==> config.mk <==
export PLATFORM = sky130hd
export DESIGN_NAME = i_skew_feeder
export DESIGN_NICKNAME = d
export VERILOG_FILES = /design/src/rtl/i_feed_pkg.sv /design/src/rtl/i_skew_feeder_row_buffer.sv /design/src/rtl/i_skew_feeder.sv
export SDC_FILE = /design/constraint.sdc
export NUM_CORES = 2
export LEC_CHECK = 0
export BUFFER_PORTS_ARGS = -buffer_cell sky130_fd_sc_hd__buf_2
export CAP_MARGIN = 20
export CORE_MARGIN = 3
export CORE_UTILIZATION = 31
export DETAILED_ROUTE_END_ITERATION = 6
export PLACE_DENSITY = 0.43
export SLEW_MARGIN = 20
export SYNTH_ARGS = -nofsm -noshare
export SYNTH_HDL_FRONTEND = slang
export SYNTH_SLANG_ARGS = --single-unit
==> constraint.sdc <==
create_clock -name i_clk -period 3.2 [get_ports i_clk]
set_input_delay 0.48 -clock i_clk [delete_from_list [all_inputs] [get_ports i_clk]]
set_output_delay 0.48 -clock i_clk [all_outputs]
set_load 0.05 [all_outputs]
==> src/rtl/i_feed_pkg.sv <==
// i_feed_pkg: shared lane format, feeder states and drain-length helper.
package i_feed_pkg;
    localparam int LANE_W = 9;
    typedef enum logic {S_LOAD, S_DRAIN} state_t;
    function automatic int drain_len(input int k_len, input int row);
        return k_len + row - 1;
    endfunction
endpackage

==> src/rtl/i_skew_feeder_row_buffer.sv <==
// i_row_buffer: one row's K_LEN-deep tile storage, synchronous write, combinational read.
module i_row_buffer #(
    parameter int K_LEN  = 16,
    parameter int W_DATA = 8,
    parameter int AW     = 4
) (
    input  logic              i_clk,
    input  logic              i_we,
    input  logic [AW-1:0]     i_waddr,
    input  logic [W_DATA-1:0] i_wdata,
    input  logic [AW-1:0]     i_raddr,
    output logic [W_DATA-1:0] o_rdata
);
    logic [W_DATA-1:0] r_mem [K_LEN];
    always_ff @(posedge i_clk) begin
        if (i_we) r_mem[i_waddr] <= i_wdata;
    end
    assign o_rdata = r_mem[i_raddr];
endmodule

==> src/rtl/i_skew_feeder.sv <==
// i_skew_feeder: loads a column-major ROW x K_LEN tile from a serial stream,
// then drains it into the array west edge with row r delayed r steps.
module i_skew_feeder
    import i_feed_pkg::*;
#(
    parameter int ROW    = 9,
    parameter int W_DATA = 8,
    parameter int K_LEN  = 16
) (
    input  logic                  i_clk,
    input  logic                  i_rst,
    input  logic [W_DATA-1:0]     i_data,
    input  logic                  i_data_valid,
    output logic                  o_data_ready,
    input  logic                  i_array_ready,
    output logic [ROW*LANE_W-1:0] o_data,
    output logic                  o_tile_done,
    output logic                  o_busy
);
    localparam int DRAIN_LEN = drain_len(K_LEN, ROW);
    localparam int RW = ROW > 1 ? $clog2(ROW) : 1;
    localparam int KW = K_LEN > 1 ? $clog2(K_LEN) : 1;
    localparam int TW = DRAIN_LEN > 1 ? $clog2(DRAIN_LEN) : 1;

    state_t                r_state, w_state_nxt;
    logic [RW-1:0]         r_row;
    logic [KW-1:0]         r_elem;
    logic [TW-1:0]         r_t;
    logic [ROW*LANE_W-1:0] r_data, w_data_nxt;
    logic                  r_tile_done;
    logic                  w_accept, w_last_beat, w_issue, w_last_step;

    assign w_accept    = (r_state == S_LOAD) && i_data_valid;
    assign w_last_beat = w_accept && r_row == RW'(ROW-1) && r_elem == KW'(K_LEN-1);
    assign w_issue     = (r_state == S_DRAIN) && i_array_ready;
    assign w_last_step = w_issue && r_t == TW'(DRAIN_LEN-1);

    always_comb begin
        w_state_nxt = r_state;
        w_state_nxt = r_state == S_LOAD ? (w_last_beat ? S_DRAIN : S_LOAD)
                                        : (w_last_step ? S_LOAD : S_DRAIN);
    end

    always_ff @(posedge i_clk) begin
        if (i_rst) r_state <= S_LOAD;
        else       r_state <= w_state_nxt;
    end

    always_ff @(posedge i_clk) begin
        if (i_rst) begin
            r_row       <= '0;
            r_elem      <= '0;
            r_t         <= '0;
            r_data      <= '0;
            r_tile_done <= 1'b0;
        end else begin
            if (w_accept) begin
                r_row <= r_row == RW'(ROW-1) ? '0 : r_row + 1'b1;
                if (r_row == RW'(ROW-1)) r_elem <= r_elem == KW'(K_LEN-1) ? '0 : r_elem + 1'b1;
            end
            if (w_issue) r_t <= w_last_step ? '0 : r_t + 1'b1;
            r_data      <= w_data_nxt;
            r_tile_done <= w_last_step;
        end
    end

    // Row g carries element t-g, valid only while that index lies inside the tile.
    for (genvar g = 0; g < ROW; g++) begin : g_row
        logic [TW:0]       w_diff;
        logic              w_live;
        logic [W_DATA-1:0] w_rdata;
        assign w_diff = {1'b0, r_t} - (TW+1)'(g);
        assign w_live = w_issue && r_t >= TW'(g) && w_diff < (TW+1)'(K_LEN);
        i_row_buffer #(.K_LEN(K_LEN), .W_DATA(W_DATA), .AW(KW)) u_buf (
            .i_clk  (i_clk),
            .i_we   (w_accept && r_row == RW'(g)),
            .i_waddr(r_elem),
            .i_wdata(i_data),
            .i_raddr(w_live ? KW'(w_diff) : '0),
            .o_rdata(w_rdata)
        );
        assign w_data_nxt[g*LANE_W +: LANE_W] = w_live ? {1'b1, w_rdata} : '0;
    end

    assign o_data       = r_data;
    assign o_tile_done  = r_tile_done;
    assign o_data_ready = r_state == S_LOAD;
    assign o_busy       = r_state == S_DRAIN;
endmodule

# --- After elaboration in Yosys (flattened, before gate mapping) ---
# Memory sizes are Yosys's and may differ from the RTL's.
# Cells that the tools add are included.
totals:
  input_bits: 12
  memories: 9
  latch_bits: 0
  ramBits: 1152
  output_inout_bits: 84
  romBits: 0
  reg_bits: 96
memory_table:
  columns: ["name", "words", "width", "rd", "rd_ports_with_merged_regs", "wr", "line_no", "source"]
  rows:
  - ["g_row[0].u_buf.r_mem", 16, 8, 1, 0, 1, "i_skew_feeder_row_buffer.sv:14", "logic [W_DATA-1:0] r_mem [K_LEN];"]
  - ["g_row[1].u_buf.r_mem", 16, 8, 1, 0, 1, "i_skew_feeder_row_buffer.sv:14", null]
  - ["g_row[2].u_buf.r_mem", 16, 8, 1, 0, 1, "i_skew_feeder_row_buffer.sv:14", null]
  - ["g_row[3].u_buf.r_mem", 16, 8, 1, 0, 1, "i_skew_feeder_row_buffer.sv:14", null]
  - ["g_row[4].u_buf.r_mem", 16, 8, 1, 0, 1, "i_skew_feeder_row_buffer.sv:14", null]
  - ["g_row[5].u_buf.r_mem", 16, 8, 1, 0, 1, "i_skew_feeder_row_buffer.sv:14", null]
  - ["+3 memories", null, null, null, null, null, null, null]
op_classes:
  n_mux: 42
  shift: 0
  n_mul: 0
  bitwise_logic: 10
  n_addsub: 11
  reduce_logical: 42
  n_eq_ne: 10
  n_lt_le_gt_ge: 18
  div: 0
ops:
  columns: ["operator", "n"]
  rows:
  - ["$mux 9", 9]
  - ["$lt 6x5->1 const B", 8]
  - ["$mux 4", 11]
  - ["$logic_and 1x1->1", 31]
  - ["$sub 5x3->6 const B", 4]
  - ["$mux 1", 21]
  - ["$ge 5x3->1 const B", 4]
  - ["$reduce_or 2->1", 9]
  - ["$eq 4x3->1 const B", 4]
  - ["$sub 5x2->6 const B", 2]
  - ["$ge 5x1->1 const B", 2]
  - ["$ge 5x2->1 const B", 2]
  - ["$not 1->1", 10]
  - ["$add 4x1->4 const B", 2]
  - ["$eq 4x2->1 const B", 2]
  - ["$eq 4x4->1 const B", 2]
  - ["$sub 5x1->6 const B", 1]
  - ["$sub 5x4->6 const B", 1]
  - ["$add 5x1->5 const B", 1]
  - ["$eq 5x5->1 const B", 1]
  - ["$ge 5x4->1 const B", 1]
  - ["$lt 5x5->1 const B", 1]
  - ["$mux 5", 1]
  - ["$eq 4x1->1 const B", 1]
  - ["2 further kinds", 2]

# --- Longest topological paths before layout ---
depth:
  ltp_word: 6
  ltp_mapped: 16

# --- By module ---
# A second synthesis with hierarchy kept.
hier_totals:
  hier_cells: 2459
  area_unflattened_um2: 49155.9
modules_own_cells:
  columns: ["mod", "seq_area_each_um2", "area_each_um2", "cells_per_inst", "n_inst"]
  rows:
  - ["i_row_buffer", 3843.7, 4987.3, 221, 9]
  - ["i_skew_feeder", 1921.8, 4270.3, 470, 1]

# --- Worst setup path after synthesis ---
# OpenSTA, ideal clock, no wires.
synth_timing:
  path_type: "register -> register"
  startpoint: "register r_t[1]"
  endpoint: "register r_data[15] (netlist: o_data[15])"
  period_less_slack_ps: 3384
  path_slack_ps: -184
  path_stages_with_launch: 15
  required_time_ps: 3083
  arrival_time_ps: 3267
  n_path_buf: 7
  setup_ps: 117
  cell_sequence: "dfxtp_1 -> inv_1 -> clkbuf_1 -> clkbuf_1 -> ha_1 -> buf_2 -> and2_0 -> clkbuf_1 -> nand2b_1 -> buf_2 -> or3_1 -> buf_2 -> buf_2 -> a221o_1 -> a32o_1"
synth_via:
  elab_chain_cells: 5
  word_cells_on_any_way: 9
synth_rtl:
  columns: ["item", "line_no", "source"]
  rows:
  - ["start, declared", "i_skew_feeder.sv:28", "logic [TW-1:0] r_t;"]
  - ["start signal, assigned", "i_skew_feeder.sv:61", "if (w_issue) r_t <= w_last_step ? '0 : r_t + 1'b1;"]
  - ["$sub 5x1->6 or $ge 5x1->1 (tied branches)", "i_skew_feeder.sv:72, i_skew_feeder.sv:73", null]
  - ["$lt 6x5->1 or $logic_and 1x1->1 (tied branches)", "i_skew_feeder.sv:73", "assign w_live = w_issue && r_t >= TW'(g) && w_diff < (TW+1)'(K_LEN);"]
  - ["$logic_and 1x1->1", "i_skew_feeder.sv:73", null]
  - ["$mux 4 or $not 1->1 (tied branches)", null, null]
  - ["$mem_v2 16x8 or $reduce_or 2->1 (tied branches)", null, null]
  - ["end signal, assigned", "i_skew_feeder.sv:62", "r_data <= w_data_nxt;"]
  - ["end, declared", "i_skew_feeder.sv:29", "logic [ROW*LANE_W-1:0] r_data, w_data_nxt;"]
# Parallel ways exist; a longest one is shown, timed or not.
# A chain may end at the register's enable or synchronous reset.

# --- Final worst setup path ---
layout_timing:
  startpoint: "register r_t[2]"
  endpoint: "register r_data[68] (netlist: o_data[68])"
layout_via:
  elab_chain_cells: 5
  word_cells_on_any_way: 9
layout_rtl:
  columns: ["item", "line_no"]
  rows:
  - ["$sub 5x3->6 or $ge 5x3->1 (tied branches)", "i_skew_feeder.sv:72, i_skew_feeder.sv:73"]
  - ["$lt 6x5->1 or $logic_and 1x1->1 (tied branches)", "i_skew_feeder.sv:73"]
  - ["$logic_and 1x1->1", "i_skew_feeder.sv:73"]
  - ["$mux 4 or $not 1->1 (tied branches)", null]
  - ["$mem_v2 16x8 or $reduce_or 2->1 (tied branches)", null]
# Parallel ways exist; a longest one is shown, timed or not.

==> impl_metrics.csv <==
group,metric,value,unit
power_and_ir_drop,p_per_area,582.3,nW/um2
run,drv_cap,0,
drt,antenna_left,0,
placement,dpl_cell_area,54660,um2
placement,portBuffers,95,
synth,avgSynthCellArea,15.62,um2
worst_setup_path,crit_chain,"buf_4, ha_1, buf_4, o211ai_1, or4_4, a21oi_4, nand2_4, o221ai_1, nor2_1, or4_1",
synth,syn-num-nets,3186,
power_and_ir_drop,internal_power,27.53,mW
synth,ys.flop_type,"edfxtp_1",
drt,dr.pass1.iters,7,
timing,timing.slew.headroom,32.58,%
worst_setup_path,worstSetupEndpointType,"register",
timing,finalSetupTns,0,ns
worst_setup_path,max_stage_delay,0.51,ns
worst_setup_path,worst-path-max-fanout,18,
synth,synth_common_cells,"edfxtp_1 (1152), nor2_1 (238), mux2i_1 (179), nand2_1 (169), a211oi_1 (123)",
worst_setup_path,worst_path_max_delay_cell,"or4_4",
cells_and_area,fin_cells,5752,
timing,final_max_slew_viol_count,0,
drt,vias,29260,
clock_network,clock_path_buffers,3,
placement,globalplace.congestion,0.7936,
cells_and_area,nets,3614,
timing,setup_viol,0,
cells_and_area,drive_gt1_share,22.56,%
clock_network,cts-hold-fix-buffers,0,
synth,synth_area_leaders,"edfxtp_1 (70%), dfxtp_1 (3.9%), mux2i_1 (3.6%), a211oi_1 (1.9%), nor2_1 (1.8%)",
global_route,grt_pass1_vias,29660,
status,outcome,"complete, no violations",
synth,syn_inst,3148,
synth,yosysMostFrequentCell,"edfxtp_1",
timing,final.setup_skew,0.03151,ns
cells_and_area,final_cell_area,59480,um2
die,die_w,404.2,um
placement,placed_cells,5485,
global_route,track_usage,18.13,%
die,core_area,156900,um2
die,num_rows,145,
clock_network,cts-root-buf,"clkbuf_16",
worst_setup_path,cp-start-kind,"register",
drt,wl_per_cell,25.86,um
cells_and_area,syn_to_final_growth,20.98,%
synth,synth_top_area_share,70.37,%
power_and_ir_drop,pwr-share-comb,1.3,%
synth,synth-edff-count,1152,
global_route,grt_pass1_wl,215.9,mm
power_and_ir_drop,power_leakage,20.12,nW
synth,synth.distinct_cells,81,
worst_setup_path,critPathBufInv,2,
synth,ys_async_sr_fraction,0,%
die,die_area,163400,um2
clock_network,cts.sinks,1248,
power_and_ir_drop,pwr-share-seq,51.5,%
drt,drt_iter0_drc,2313,
clock_network,worstSkewPairLatency,0.78,ns
synth,ys_seq_area_share,74.27,%
power_and_ir_drop,clock_power_share,47.2,%
global_route,antenna_found_initial,5,
cells_and_area,fill_cells,14650,
clock_network,htree_levels,4,
die,die_y,404.2,um
synth,ys_warn_count,0,
synth,synth_seq_cells,1248,
drt,via_per_inst,5.087,
die,top_level_ports,96,
worst_setup_path,required,3.84,ns
power_and_ir_drop,vdd_drop_max,537.1,uV
clock_network,clk_pin_slew,0.06,ns
worst_setup_path,arrival,3.72,ns
drt,drc_errors,0,
timing,hold_viol,0,
timing,fmax,325.2,MHz
worst_setup_path,cp_top_family,"simple AND/OR/NAND/NOR gates",
clock_network,cts_tree,"built",
power_and_ir_drop,switchingPower,7.109,mW
timing,min_period,3.075,ns
global_route,grt_start_max_net_pins,114,
clock_network,cts_buffers,144,
drt,wl,148.7,mm
timing,rsz0062_at_grt,"no",
synth,synth_area_leader_cell,"edfxtp_1",
timing,worst_pin_slew,1.009,ns
worst_setup_path,path_class,"reg2reg",
placement,hpwl,94.39,mm
timing,finalCritPeriodShare,96.09,%
worst_setup_path,cpMostUsedCell,"buf_4",
global_route,overflow,0,
die,initial_core_util,31.33,%
power_and_ir_drop,switching_share,20.53,%
hold_path,hold_class,"in2reg",
synth,netlist_area,49160,um2
==> placed cells by master (no fill, tap or decap), drive strengths merged, types with 10 or more instances in the layout <==
cell type	instances
o22a	15
nor2b	76
a32o	11
mux2	79
a221o	13
a31oi	21
buf	469
nor3	34
inv	24
xnor2	11
nand3	66
and2	10
a211oi	123
or3	43
nor2	238
clkbuf	199
ha	26
bufinv	11
o21ai	124
o211ai	39
nand2	170
dfxtp	96
mux2i	179
or4	11
o221ai	49
a21oi	82
a221oi	47
edfxtp	1152
a211o	14
and3	18
o22ai	45
clkinv	44
mux4	25
a22oi	16
==> final timing paths <==
kind | startpoint | endpoint | slack [ns] | depth (start not counted)
setup reg to reg | r_t[2] | o_data[68] | 0.13 | 10
hold reg to reg | r_elem[1] | r_elem[1] | 0.53 | 2
setup / recovery | r_t[2] | o_data[68] | 0.13 | 10
hold / removal | i_data[6] | g_row[4].u_buf.r_mem[10][6] | 0.17 | 1
==> layer usage <==
metal,vias up,track usage [%],part of all wire (%)
met5,-,0,0
met4,0,4.663,2.0
met3,178,2.848,4.1
met2,687,29.10,47
met1,15080,25.66,46
li1,13320,-,-
==> stage by stage <==
stage	hold WS [ns]	setup slack (ns)	util (%)	power [mW]
after floorplan	0.4817	0.03900	-	18.23
after CTS	0.1037	0.02247	37.83	35.08
after global placement	0.5121	-0.3972	34.83	18.63
after global routing	0.1269	0.003797	37.90	35.75
final	0.1689	0.1253	37.90	34.64
after detailed placement	0.5209	-0.3199	34.83	18.64
==> logic make-up after synthesis <==
logic type / count (synthesis) / synth area share, %
multiplexers: 283 / 6.599
buffers and inverters: 207 / 1.807
AND/OR/NAND/NOR: 703 / 6.752
flip-flops: 1248 / 74.27
adder cells (fa/ha/maj): 26 / 0.6617
XOR/XNOR: 17 / 0.3029
AO/OA/AOI/OAI: 664 / 9.603
==> registers in the layout, summed over array words and instances (netlist names) <==
| register | count |
|---|---|
| r_row | 4 |
| r_t | 5 |
| o_tile_done | 1 |
| r_elem | 4 |
| g_row.u_buf.r_mem | 1152 |
| o_data | 81 |
| o_busy | 1 |
==> area by class of cell <==
type | count | area, um2 | share of cell area (%)
Tap cell | 2058 | 2575 | 4.329
Inverter | 20 | 80.08 | 0.1346
Sequential cell | 1248 | 36520 | 61.40
Timing Repair Buffer | 469 | 3716 | 6.248
Clock inverter | 63 | 698.2 | 1.174
Antenna cell | 2 | 5.005 | 0.008414
Multi-Input combinational cell | 1693 | 11900 | 20.01
Clock buffer | 199 | 3983 | 6.696
==> power by group through the flow <==
stage / sequential [mW] / combinational (mW) / clock, mW
CTS: 17.8 / 0.474 / 16.8
global placement: 18.2 / 0.468 / 0
global route: 17.8 / 0.494 / 17.4
floorplan: 18.2 / 0.0589 / 0
finish: 17.8 / 0.453 / 16.4
detailed placement: 18.2 / 0.474 / 0
==> repair_timing <==
item	in CTS	in global routing
gates resized for setup	6	21
buffers inserted	0	3
endpoints found under the setup margin	18	33
pin swaps	0	0
(Power assumes the default switching activity.)
